`config.mk`:
```
export PLATFORM = sky130hd
export DESIGN_NAME = xdma_axil_csr_irq_flat
export DESIGN_NICKNAME = d
export VERILOG_FILES = /design/src/rtl/xdma_axil_csr_irq_pkg.sv /design/src/rtl/xdma_axil_csr_irq_if.sv /design/src/rtl/xdma_axil_csr_irq_fsm.sv /design/src/rtl/xdma_axil_csr_irq.sv /design/src/flat_wrapper.sv
export SDC_FILE = /design/constraint.sdc
export NUM_CORES = 1
export LEC_CHECK = 0
export ABC_CLOCK_PERIOD_IN_PS = 5400
export BUFFER_PORTS_ARGS = -buffer_cell sky130_fd_sc_hd__buf_2
export CAP_MARGIN = 20
export CORE_MARGIN = 5
export CORE_UTILIZATION = 48
export CTS_CLUSTER_DIAMETER = 150
export DETAILED_ROUTE_END_ITERATION = 7
export PLACE_DENSITY = 0.87
export RECOVER_POWER = 50
export SETUP_SLACK_MARGIN = 0.05
export SLEW_MARGIN = 25
export SYNTH_ARGS = -nofsm -noshare
export SYNTH_HDL_FRONTEND = slang
export SYNTH_SLANG_ARGS = --single-unit
```
`constraint.sdc`:
```
create_clock -name user_clk -period 5.4 [get_ports user_clk]
set_input_delay 0.81 -clock user_clk [delete_from_list [all_inputs] [get_ports user_clk]]
set_output_delay 0.81 -clock user_clk [all_outputs]
set_load 0.01 [all_outputs]
```
`src/rtl/xdma_axil_csr_irq_pkg.sv`:
```
// Shared definitions for the XDMA AXI4-Lite CSR block: register offsets,
// response codes, interrupt FSM states and a strobe helper.
package xdma_csr_pkg;

    localparam logic [31:0] REG_ID        = 32'h0000_0000;
    localparam logic [31:0] REG_SCRATCH   = 32'h0000_0004;
    localparam logic [31:0] REG_CTRL      = 32'h0000_0008;
    localparam logic [31:0] REG_IRQ_PEND  = 32'h0000_000C;
    localparam logic [31:0] REG_IRQ_TRIG  = 32'h0000_0010;
    localparam logic [31:0] REG_HEARTBEAT = 32'h0000_0014;
    localparam logic [31:0] REG_STATUS    = 32'h0000_0018;

    localparam logic [1:0] RESP_OKAY   = 2'b00;
    localparam logic [1:0] RESP_SLVERR = 2'b10;

    typedef enum logic [1:0] {
        IDLE     = 2'd0,
        REQ      = 2'd1,
        WAIT_CLR = 2'd2
    } irq_state_t;

    function automatic logic [31:0] strb_to_mask(input logic [3:0] strb);
        logic [31:0] mask;
        mask = '0;
        for (int b = 0; b < 4; b++) begin
            mask[8*b +: 8] = {8{strb[b]}};
        end
        return mask;
    endfunction

endpackage

```
`src/rtl/xdma_axil_csr_irq_if.sv`:
```
// AXI4-Lite bus bundle between the XDMA m_axil port (master) and the CSR block (slave).
interface xdma_axil_csr_irq_if;

    logic [31:0] awaddr;
    logic        awvalid;
    logic        awready;
    logic [31:0] wdata;
    logic [3:0]  wstrb;
    logic        wvalid;
    logic        wready;
    logic [1:0]  bresp;
    logic        bvalid;
    logic        bready;
    logic [31:0] araddr;
    logic        arvalid;
    logic        arready;
    logic [31:0] rdata;
    logic [1:0]  rresp;
    logic        rvalid;
    logic        rready;

    modport master (
        output awaddr, awvalid, wdata, wstrb, wvalid, bready, araddr, arvalid, rready,
        input  awready, wready, bresp, bvalid, arready, rdata, rresp, rvalid
    );

    modport slave (
        input  awaddr, awvalid, wdata, wstrb, wvalid, bready, araddr, arvalid, rready,
        output awready, wready, bresp, bvalid, arready, rdata, rresp, rvalid
    );

endinterface

```
`src/rtl/xdma_axil_csr_irq_fsm.sv`:
```
// Per-line usr_irq_req/usr_irq_ack handshake: request while pending and enabled,
// then hold off until software clears the pending bit.
module xdma_irq_fsm
    import xdma_csr_pkg::*;
(
    input  logic clk,
    input  logic rst,
    input  logic pend,
    input  logic irq_en,
    input  logic ack,
    output logic req
);

    irq_state_t state;
    irq_state_t state_n;

    always_ff @(posedge clk or posedge rst) begin
        if (rst) begin
            state <= IDLE;
        end else begin
            state <= state_n;
        end
    end

    always_comb begin
        state_n = state;
        req     = 1'b0;
        case (state)
            IDLE: begin
                if (pend && irq_en) state_n = REQ;
            end
            REQ: begin
                req = 1'b1;
                // An ack that coincides with disable still counts as delivered.
                if (ack) begin
                    state_n = WAIT_CLR;
                end else if (!irq_en) begin
                    state_n = IDLE;
                end
            end
            WAIT_CLR: begin
                if (!pend) state_n = IDLE;
            end
            default: state_n = IDLE;
        endcase
    end

endmodule

```
`src/rtl/xdma_axil_csr_irq.sv`:
```
// AXI4-Lite CSR slave on the XDMA BAR: ID, scratch, control, interrupt pending/trigger,
// heartbeat and link status, plus the user interrupt request lines toward xdma_0.
module xdma_axil_csr_irq
    import xdma_csr_pkg::*;
#(
    parameter int          C_NUM_USR_IRQ = 1,
    parameter int          C_DECODE_BITS = 12,
    parameter logic [31:0] C_BLOCK_ID    = 32'h5844_4D41
) (
    input  logic                     user_clk,
    input  logic                     user_reset,
    xdma_axil_csr_irq_if.slave       s_axil,
    input  logic [C_NUM_USR_IRQ-1:0] user_irq_in,
    output logic [C_NUM_USR_IRQ-1:0] usr_irq_req,
    input  logic [C_NUM_USR_IRQ-1:0] usr_irq_ack,
    input  logic                     msi_enable,
    input  logic                     user_lnk_up,
    output logic [3:0]               leds
);

    localparam logic [31:0] ADDR_MASK  = ((32'h1 << C_DECODE_BITS) - 32'h1) & 32'hFFFF_FFFC;
    localparam logic [31:0] CTRL_WMASK = 32'h0000_00F0 | ((32'h1 << C_NUM_USR_IRQ) - 32'h1);

    // Write channel state
    logic        aw_held, aw_held_n;
    logic        w_held, w_held_n;
    logic        bvalid_q, bvalid_n;
    logic        awready_q, wready_q;
    logic [1:0]  bresp_q;
    logic [31:0] aw_addr_q;
    logic [31:0] w_data_q;
    logic [3:0]  w_strb_q;

    // Read channel state
    logic        arready_q, rvalid_q;
    logic [31:0] rdata_q;
    logic [1:0]  rresp_q;

    // Register file
    logic [31:0]              scratch;
    logic [31:0]              ctrl;
    logic [31:0]              heartbeat;
    logic [C_NUM_USR_IRQ-1:0] pend;
    logic [C_NUM_USR_IRQ-1:0] user_irq_in_p1;

    logic aw_hs, w_hs, b_hs, wr_fire, ar_hs, r_hs;

    logic [31:0] wr_off, wr_bmask, wr_bits;
    logic [1:0]  wr_resp;
    logic        wr_scratch, wr_ctrl, wr_trig, wr_w1c;

    logic [31:0] rd_off, rd_data;
    logic [1:0]  rd_resp;

    logic [C_NUM_USR_IRQ-1:0] irq_rise, pend_set, pend_clr;

    assign aw_hs   = s_axil.awvalid && awready_q;
    assign w_hs    = s_axil.wvalid && wready_q;
    assign b_hs    = bvalid_q && s_axil.bready;
    assign wr_fire = aw_held && w_held && !bvalid_q;
    assign ar_hs   = s_axil.arvalid && arready_q;
    assign r_hs    = rvalid_q && s_axil.rready;

    assign s_axil.awready = awready_q;
    assign s_axil.wready  = wready_q;
    assign s_axil.bvalid  = bvalid_q;
    assign s_axil.bresp   = bresp_q;
    assign s_axil.arready = arready_q;
    assign s_axil.rvalid  = rvalid_q;
    assign s_axil.rdata   = rdata_q;
    assign s_axil.rresp   = rresp_q;

    assign leds = ctrl[7:4];

    always_comb begin
        aw_held_n = aw_held;
        w_held_n  = w_held;
        bvalid_n  = bvalid_q;
        if (aw_hs)   aw_held_n = 1'b1;
        if (w_hs)    w_held_n  = 1'b1;
        if (wr_fire) bvalid_n  = 1'b1;
        if (b_hs) begin
            aw_held_n = 1'b0;
            w_held_n  = 1'b0;
            bvalid_n  = 1'b0;
        end
    end

    // Ready flags are registered from next-state so they always equal !held && !bvalid.
    always_ff @(posedge user_clk or posedge user_reset) begin
        if (user_reset) begin
            aw_held   <= 1'b0;
            w_held    <= 1'b0;
            bvalid_q  <= 1'b0;
            awready_q <= 1'b0;
            wready_q  <= 1'b0;
            bresp_q   <= RESP_OKAY;
            aw_addr_q <= '0;
            w_data_q  <= '0;
            w_strb_q  <= '0;
        end else begin
            aw_held   <= aw_held_n;
            w_held    <= w_held_n;
            bvalid_q  <= bvalid_n;
            awready_q <= !aw_held_n && !bvalid_n;
            wready_q  <= !w_held_n && !bvalid_n;
            if (aw_hs) aw_addr_q <= s_axil.awaddr;
            if (w_hs) begin
                w_data_q <= s_axil.wdata;
                w_strb_q <= s_axil.wstrb;
            end
            if (wr_fire) bresp_q <= wr_resp;
        end
    end

    always_comb begin
        wr_off     = aw_addr_q & ADDR_MASK;
        wr_bmask   = strb_to_mask(w_strb_q);
        wr_bits    = w_data_q & wr_bmask;
        wr_resp    = RESP_OKAY;
        wr_scratch = 1'b0;
        wr_ctrl    = 1'b0;
        wr_trig    = 1'b0;
        wr_w1c     = 1'b0;
        case (wr_off)
            REG_ID, REG_HEARTBEAT, REG_STATUS: ;
            REG_SCRATCH:  wr_scratch = wr_fire;
            REG_CTRL:     wr_ctrl    = wr_fire;
            REG_IRQ_PEND: wr_w1c     = wr_fire;
            REG_IRQ_TRIG: wr_trig    = wr_fire;
            default:      wr_resp    = RESP_SLVERR;
        endcase
    end

    // Set has priority over W1C on the same bit.
    always_comb begin
        irq_rise = user_irq_in & ~user_irq_in_p1;
        pend_set = irq_rise | (wr_trig ? wr_bits[C_NUM_USR_IRQ-1:0] : '0);
        pend_clr = wr_w1c ? wr_bits[C_NUM_USR_IRQ-1:0] : '0;
    end

    always_ff @(posedge user_clk or posedge user_reset) begin
        if (user_reset) begin
            scratch        <= '0;
            ctrl           <= '0;
            heartbeat      <= '0;
            pend           <= '0;
            user_irq_in_p1 <= '0;
        end else begin
            heartbeat      <= heartbeat + 32'd1;
            user_irq_in_p1 <= user_irq_in;
            pend           <= (pend & ~pend_clr) | pend_set;
            if (wr_scratch) scratch <= (scratch & ~wr_bmask) | wr_bits;
            if (wr_ctrl)    ctrl    <= (ctrl & ~(wr_bmask & CTRL_WMASK)) | (wr_bits & CTRL_WMASK);
        end
    end

    always_comb begin
        rd_off  = s_axil.araddr & ADDR_MASK;
        rd_data = '0;
        rd_resp = RESP_OKAY;
        case (rd_off)
            REG_ID:        rd_data = C_BLOCK_ID;
            REG_SCRATCH:   rd_data = scratch;
            REG_CTRL:      rd_data = ctrl;
            REG_IRQ_PEND:  rd_data = 32'(pend);
            REG_IRQ_TRIG:  rd_data = '0;
            REG_HEARTBEAT: rd_data = heartbeat;
            REG_STATUS:    rd_data = {30'd0, msi_enable, user_lnk_up};
            default:       rd_resp = RESP_SLVERR;
        endcase
    end

    // Read data is captured at the AR handshake and held until the R handshake.
    always_ff @(posedge user_clk or posedge user_reset) begin
        if (user_reset) begin
            arready_q <= 1'b0;
            rvalid_q  <= 1'b0;
            rdata_q   <= '0;
            rresp_q   <= RESP_OKAY;
        end else begin
            if (ar_hs) begin
                rvalid_q  <= 1'b1;
                arready_q <= 1'b0;
                rdata_q   <= rd_data;
                rresp_q   <= rd_resp;
            end else if (r_hs) begin
                rvalid_q  <= 1'b0;
                arready_q <= 1'b1;
            end else begin
                arready_q <= !rvalid_q;
            end
        end
    end

    for (genvar i = 0; i < C_NUM_USR_IRQ; i++) begin : g_irq
        xdma_irq_fsm u_fsm (
            .clk    (user_clk),
            .rst    (user_reset),
            .pend   (pend[i]),
            .irq_en (ctrl[i]),
            .ack    (usr_irq_ack[i]),
            .req    (usr_irq_req[i])
        );
    end

endmodule

```
`src/flat_wrapper.sv`:
```
// flat-port wrapper written by rule: the top's interface ports become plain ports
module xdma_axil_csr_irq_flat import xdma_csr_pkg::*;
#(
    parameter int          C_NUM_USR_IRQ = 1,
    parameter int          C_DECODE_BITS = 12,
    parameter logic [31:0] C_BLOCK_ID    = 32'h5844_4D41
)
  (user_clk, user_reset, user_irq_in, usr_irq_req, usr_irq_ack, msi_enable, user_lnk_up, leds, s_axil_awaddr, s_axil_awvalid, s_axil_wdata, s_axil_wstrb, s_axil_wvalid, s_axil_bready, s_axil_araddr, s_axil_arvalid, s_axil_rready, s_axil_awready, s_axil_wready, s_axil_bresp, s_axil_bvalid, s_axil_arready, s_axil_rdata, s_axil_rresp, s_axil_rvalid);
  xdma_axil_csr_irq_if s_axil_i ();
  input  logic user_clk;
  input  logic user_reset;
  input  logic [C_NUM_USR_IRQ-1:0] user_irq_in;
  output logic [C_NUM_USR_IRQ-1:0] usr_irq_req;
  input  logic [C_NUM_USR_IRQ-1:0] usr_irq_ack;
  input  logic msi_enable;
  input  logic user_lnk_up;
  output logic [3:0] leds;
  input wire logic [$bits(s_axil_i.awaddr)-1:0] s_axil_awaddr;
  input wire logic [$bits(s_axil_i.awvalid)-1:0] s_axil_awvalid;
  input wire logic [$bits(s_axil_i.wdata)-1:0] s_axil_wdata;
  input wire logic [$bits(s_axil_i.wstrb)-1:0] s_axil_wstrb;
  input wire logic [$bits(s_axil_i.wvalid)-1:0] s_axil_wvalid;
  input wire logic [$bits(s_axil_i.bready)-1:0] s_axil_bready;
  input wire logic [$bits(s_axil_i.araddr)-1:0] s_axil_araddr;
  input wire logic [$bits(s_axil_i.arvalid)-1:0] s_axil_arvalid;
  input wire logic [$bits(s_axil_i.rready)-1:0] s_axil_rready;
  output wire logic [$bits(s_axil_i.awready)-1:0] s_axil_awready;
  output wire logic [$bits(s_axil_i.wready)-1:0] s_axil_wready;
  output wire logic [$bits(s_axil_i.bresp)-1:0] s_axil_bresp;
  output wire logic [$bits(s_axil_i.bvalid)-1:0] s_axil_bvalid;
  output wire logic [$bits(s_axil_i.arready)-1:0] s_axil_arready;
  output wire logic [$bits(s_axil_i.rdata)-1:0] s_axil_rdata;
  output wire logic [$bits(s_axil_i.rresp)-1:0] s_axil_rresp;
  output wire logic [$bits(s_axil_i.rvalid)-1:0] s_axil_rvalid;
  assign s_axil_i.awaddr = s_axil_awaddr;
  assign s_axil_i.awvalid = s_axil_awvalid;
  assign s_axil_i.wdata = s_axil_wdata;
  assign s_axil_i.wstrb = s_axil_wstrb;
  assign s_axil_i.wvalid = s_axil_wvalid;
  assign s_axil_i.bready = s_axil_bready;
  assign s_axil_i.araddr = s_axil_araddr;
  assign s_axil_i.arvalid = s_axil_arvalid;
  assign s_axil_i.rready = s_axil_rready;
  assign s_axil_awready = s_axil_i.awready;
  assign s_axil_wready = s_axil_i.wready;
  assign s_axil_bresp = s_axil_i.bresp;
  assign s_axil_bvalid = s_axil_i.bvalid;
  assign s_axil_arready = s_axil_i.arready;
  assign s_axil_rdata = s_axil_i.rdata;
  assign s_axil_rresp = s_axil_i.rresp;
  assign s_axil_rvalid = s_axil_i.rvalid;
  xdma_axil_csr_irq #(.C_NUM_USR_IRQ(C_NUM_USR_IRQ), .C_DECODE_BITS(C_DECODE_BITS), .C_BLOCK_ID(C_BLOCK_ID)) u_core (.user_clk(user_clk), .user_reset(user_reset), .s_axil(s_axil_i), .user_irq_in(user_irq_in), .usr_irq_req(usr_irq_req), .usr_irq_ack(usr_irq_ack), .msi_enable(msi_enable), .user_lnk_up(user_lnk_up), .leds(leds));
endmodule
```
==> results of run 1 <==
[power groups by stage]
stage	clock [W]	sequential [W]	combinational, W
after floorplan	0	0.00155	0.000336
after global placement	0	0.00157	0.000425
after detailed placement	0	0.00159	0.000449
after CTS	0.00125	0.00157	0.000451
after global routing	0.00131	0.00160	0.000498
final	0.00124	0.00157	0.000448
[cell type report]
| cell class | count | area share |
|---|---|---|
| Timing Repair Buffer | 114 | 0.0707 |
| Clock inverter | 11 | 0.0194 |
| Sequential cell | 160 | 0.499 |
| Clock buffer | 20 | 0.0570 |
| Antenna cell | 1 | 0.000312 |
| Tap cell | 180 | 0.0281 |
| Multi-Input combinational cell | 348 | 0.320 |
| Inverter | 10 | 0.00515 |
[cells in the final DEF (no fill, tap or decap), types with 3 or more instances in the layout]
cell type,synthesis,final
dfrtp_1,160,160
buf_2,0,105
mux2_2,83,83
nand2_1,69,69
o21ai_0,39,39
xnor2_1,25,25
mux2i_1,18,18
clkbuf_16,0,17
nand4_1,15,15
nand3_1,12,12
nor2_1,10,10
inv_1,10,9
clkbuf_1,18,8
and3_1,7,7
a21oi_1,6,6
nor2b_1,5,5
nor3_1,5,5
xor2_1,5,5
nand3_2,4,4
a22oi_1,4,4
clkinv_4,0,4
o41ai_1,3,3
a31o_2,3,3
o22ai_1,3,3
and4_1,3,3
bufinv_16,0,3
[cell families (layout without fill, tap and decap cells)]
logic type / after synthesis / count (layout) / synth area share
AND/OR/NAND/NOR: 147 / 147 / 0.116
other: 1 / 3 / 0.000561
AO/OA/AOI/OAI: 67 / 67 / 0.0584
flip-flops: 160 / 160 / 0.598
buffers and inverters: 31 / 155 / 0.0185
adder cells (fa/ha/maj): 1 / 1 / 0.00187
multiplexers: 101 / 101 / 0.167
XOR/XNOR: 30 / 30 / 0.0393
[cells in the mapped netlist, types with 3 or more instances]
cell        n  area [um2]
xnor2_1    25         219
nor2b_1     5        31.3
dfrtp_1   160        4000
clkbuf_1   18        67.6
mux2_2     83         935
mux2i_1    18         180
o21ai_0    39         195
o22ai_1     3        18.8
inv_1      10        37.5
a22oi_1     4        30.0
nand3_1    12        60.1
nand2_1    69         259
a21oi_1     6        30.0
o41ai_1     3        26.3
nor3_1      5        25.0
and4_1      3        26.3
and3_1      7        43.8
a31o_2      3        26.3
xor2_1      5        43.8
nand3_2     4        40.0
nor2_1     10        37.5
nand4_1    15        93.8
[stage by stage]
stage / instance area [um2] / hold slack, ns / util / total power (W) / setup slack (ns)
finish: 8020 / 0.476 / 0.582 / 0.00325 / 2.72
global route: 8020 / 0.494 / 0.582 / 0.00340 / 2.24
CTS: 8030 / 0.482 / 0.583 / 0.00327 / 3.13
detailed placement: 7420 / 0.469 / 0.539 / 0.00203 / 2.77
global placement: 7420 / 0.459 / 0.539 / 0.00199 / 2.88
floorplan: 6690 / 0.446 / - / 0.00188 / 0.270
[metal layers]
layer | vias up | track usage | wire length [um]
li1 | 2117 | - | -
met1 | 2321 | 0.234 | 6080
met2 | 183 | 0.308 | 7330
met3 | 48 | 0.0663 | 1130
met4 | 6 | 0.0824 | 445
met5 | - | 0 | 30
[worst max-delay path, stage by stage]
cell      delay (ns)
clkbuf_1        0.08
nand2_1         0.06
clkbuf_1        1.56
mux2_2          0.46
[worst max-delay path by stage]
stage                                  to
3_3_place_gp      u_core.s_axil.rdata[25]
4_1_cts                              flop
2_1_floorplan  asynchronous set/reset pin
3_5_place_dp      u_core.s_axil.rdata[26]
6_report               u_core.w_data_q[5]
5_1_grt               u_core.heartbeat[4]
==> flow_summary.toml, run 1 <==
[outcome]
outcome = "complete, but fails checks"
violations = "capacitance limit, slew limit"

[synth]
ys_seq_area_frac = 0.598
ys_ff_latch = 160
netlist_area_um2 = 6690
syn_area_per_cell_um2 = 12.4
synth_edf_count = 0
async_flop_share = 1.00
ys_types = 45
syn_inst = 538
yosys_warnings = 0
synth_ff_type = "dfrtp_1"

[cts]
cts-htree-levels = 4
cts_sinks = 160
clk_latency_ns = 0.43
clkTransAtPathRegs_ns = 0.06
clockRootBuffer = "clkbuf_16"
ctsLongestPathBuffers = 2
cts_tree = "built"
cts-resized-gates = 0
cts_made_buffers = 17
post_cts_buffers = 0
ctsHoldBuffers = 0

[floorplanning]
die_height_um = 128
rows = 43
fp.dieW_um = 128
io_pins = 157
fp.dieArea_um2 = 16400
core_um2 = 13800
start_util = 0.486

[placement]
post-place-cells = 812
dp_hpwl_mm = 10.2
gp_congestion = 0.841
io_buffers = 110

[worst_setup_path]
cp.required_ns = 5.71
crit_path_end_kind = "flop"
worstPathArrival_ns = 2.99
r2r_cells = 3
critical_path.startpoint = "s_axil_wvalid"
path_class = "input pin to flop"
start_kind = "input pin"
r2r_slack_ns = 2.78
rr_startpoint = "u_core.s_axil.wready"
r2r-end = "u_core.w_data_q[5]"
worstPathMaxFanout = 36

[power_and_ir_drop]
p_switching_w = 0.000830
seqPwrFrac = 0.482
ir_drop_mv = 0.270
power_switching_share = 0.255
power_frac_comb = 0.138
internal-power_w = 0.00242
p_per_area_nw_per_um2 = 405
p_leak_nw = 3.85
pwr-share-clk = 0.380

[finish]
drive_gt1_frac = 0.354
final_nets = 763
regArea_um2 = 4000
final_cell_count_no_fill = 844
fillers = 1116
multiInputGateArea_um2 = 2570
areaGrowthSynthToFinish_pct = 19.8

[drt]
route.vias.total = 4675
ant_nets = 0
drc = 0
vias_per_cell = 5.54
drt-pass1-iter-count = 6
drt_first_iter_violations = 427
drt_wl_total_mm = 15.0
wl_per_cell_um = 17.8

[grt]
grt_pass1_vias = 4912
antenna_found_initial = 3
grt_max_degree = 114
overflow = 0
grt_use_total = 0.191
grt_pass1_wl_mm = 24.4

[min_path]
min_path_type = "flop to flop"
holdPathStages = 2
hp-start = "u_core.s_axil.rdata[12]"
worstHoldEndpoint = "u_core.s_axil.rdata[12]"

[job]
drv_cap = 2

[sta]
period_needed_ns = 2.68
period_share = 0.497
maxSlewHeadroom = -0.546
finalHoldViolCount = 0
drv_slew = 151
rsz0062_at_grt = "false"
clock_skew_ns = 0.00969
worst_slew_pin_slew_ns = 2.31
setup_tns_ns = 0
fmax_mhz = 373
finalSetupViolCount = 0
Note: power is estimated with default switching activity, not from simulation.
==> inputs of run 2 (changes only) <==
--- a/config.mk
+++ b/config.mk
@@ -5,7 +5,7 @@
 export SDC_FILE = /design/constraint.sdc
 export NUM_CORES = 1
 export LEC_CHECK = 0
-export ABC_CLOCK_PERIOD_IN_PS = 5400
+export ABC_CLOCK_PERIOD_IN_PS = 2300
 export BUFFER_PORTS_ARGS = -buffer_cell sky130_fd_sc_hd__buf_2
 export CAP_MARGIN = 20
 export CORE_MARGIN = 5
==> constraint.sdc (replaced) <==
create_clock -name user_clk -period 2.3 [get_ports user_clk]
set_input_delay 0.345 -clock user_clk [delete_from_list [all_inputs] [get_ports user_clk]]
set_output_delay 0.345 -clock user_clk [all_outputs]
set_load 0.01 [all_outputs]
==> run 2 against run 1 <==
The flow still finishes with violations (capacitance limit, slew limit). First-iteration DRC count shrank 14%. Cell count up 0.24%. Register-to-register slack got worse by 2.6 ns. Count of clock-buffer cells in the layout is 1 lower. Utilization up 0.17 points. Clock power rose by 130%. Sequential share of layout area fell by 0.15 points.
==> flow_summary.toml, run 2 (same netlist as run 1, synthesis figures left out) <==
[sta]
fmax_mhz = 466
period_share = 0.933
finalHoldViolCount = 0
drv_slew = 162
maxSlewHeadroom = -0.201
rsz0062_at_grt = "false"
period_needed_ns = 2.15
finalSetupViolCount = 0
worst_slew_pin_slew_ns = 1.80
setup_ws_ns = 0.155
clock_skew_ns = 0.00715

[grt]
grt_pass1_vias = 5052
grt_use_total = 0.198
grt_max_degree = 85
overflow = 0
grt_pass1_wl_mm = 25.6
antenna_found_initial = 0

[floorplanning]
fp.dieArea_um2 = 16400
die_height_um = 128
io_pins = 157
rows = 43
start_util = 0.486
core_um2 = 13800
fp.dieW_um = 128

[drt]
wl_per_cell_um = 18.1
drc = 0
route.vias.total = 4664
drt-pass1-iter-count = 7
ant_nets = 0
drt_wl_total_mm = 15.3
drt_first_iter_violations = 368
vias_per_cell = 5.51

[finish]
num_antenna_cells = 0
final_cell_mix = "160 x dfrtp_1, 109 x buf_2, 83 x mux2_2"
areaGrowthSynthToFinish_pct = 20.2
layout_commonest_cell = "dfrtp_1"
drive_gt1_frac = 0.363
final_cell_count_no_fill = 846
final_nets = 767

[power_and_ir_drop]
p_per_area_nw_per_um2 = 951
ir_drop_mv = 0.704
p_leak_nw = 3.88

[worst_setup_path]
r2r_slack_ns = 0.15
cp_top_family = "simple AND/OR/NAND/NOR gates"
worstPathArrival_ns = 2.45
path_class = "flop to flop"
start_kind = "flop"
slowest_delay_ns = 0.56
worstPathMaxFanout = 5
cp.required_ns = 2.60
crit_path_end_kind = "flop"
cp_cell_sequence = "nor4_2 > nand4_1 > nor4_4 > mux2_2"
worst_path_max_delay_cell = "nor4_4"
worst-path-buf-inv = 0

[cts]
post_cts_buffers = 0
cts-resized-gates = 1
clkTransAtPathRegs_ns = 0.06
ctsLongestPathBuffers = 2
ctsHoldBuffers = 0
cts_sinks = 160
cts_made_buffers = 17
cts_tree = "built"
clockRootBuffer = "clkbuf_16"
cts-htree-levels = 4
clk_latency_ns = 0.42

[placement]
post-place-cells = 816
pre_cts_slack_ns = 0.0434
dp_hpwl_mm = 10.6
gp_congestion = 0.865
io_buffers = 110

[min_path]
min_path_type = "input pin to flop"

[outcome]
violations = "capacitance limit, slew limit"
outcome = "complete, but fails checks"

[job]
drv_cap = 2
run 2: cell types whose count changed in the layout (fill, tap and decap cells not counted), sizes merged:
cell    previous run  this run
clkbuf            27        23
clkinv             5         6
buf              107       114
inv               11         9
diode              1         0
bufinv             3         4
run 2: report_power, final:
part           switching [W]  internal (W)  leakage (nW)
combinational       0.000478      0.000576          1.49
clock                0.00108       0.00183         0.298
sequential          0.000356       0.00333          2.09
total                0.00192       0.00573          3.88
run 2: final cells by class:
class / count / area, um2
Inverter: 10 / 38.8
Tap cell: 180 / 225
Sequential cell: 160 / 4000
Clock inverter: 11 / 165
Clock buffer: 19 / 443
Fill cell: 1119 / 5730
Timing Repair Buffer: 118 / 599
Multi-Input combinational cell: 348 / 2570
run 2: final timing paths:
kind	from	end	depth (start not counted)
max reg2reg	u_core.aw_addr_q[9]	flop	4
min in group asynchronous	user_reset	u_core.s_axil.rdata[3]	3
max	u_core.aw_addr_q[9]	flop	4
max in group asynchronous	user_reset	u_core.s_axil.rdata[25]	3
min reg2reg	u_core.s_axil.rdata[9]	u_core.s_axil.rdata[9]	2
min	user_irq_in	u_core.user_irq_in_p1	1
run 2: per-layer routing:
| metal | track usage | vias to the layer above | wire (um) |
|---|---|---|---|
| met5 | 0 | - | 0 |
| met4 | 0.0755 | 0 | 348 |
| met3 | 0.0546 | 38 | 979 |
| met2 | 0.337 | 164 | 7750 |
| met1 | 0.240 | 2337 | 6230 |
| li1 | - | 2125 | - |
run 2: through the flow:
stage | instance area, um2 | total power [W] | hold WS, ns | setup TNS [ns] | util
CTS | 8090 | 0.00771 | 0.0429 | 0 | 0.587
global route | 8040 | 0.00799 | 0.0671 | 0 | 0.584
detailed placement | 7470 | 0.00479 | 0.465 | 0 | 0.543
floorplan | 6700 | 0.00442 | 0.376 | -11.81 | -
finish | 8040 | 0.00765 | 0.0833 | 0 | 0.584
global placement | 7470 | 0.00468 | 0.462 | 0 | 0.543
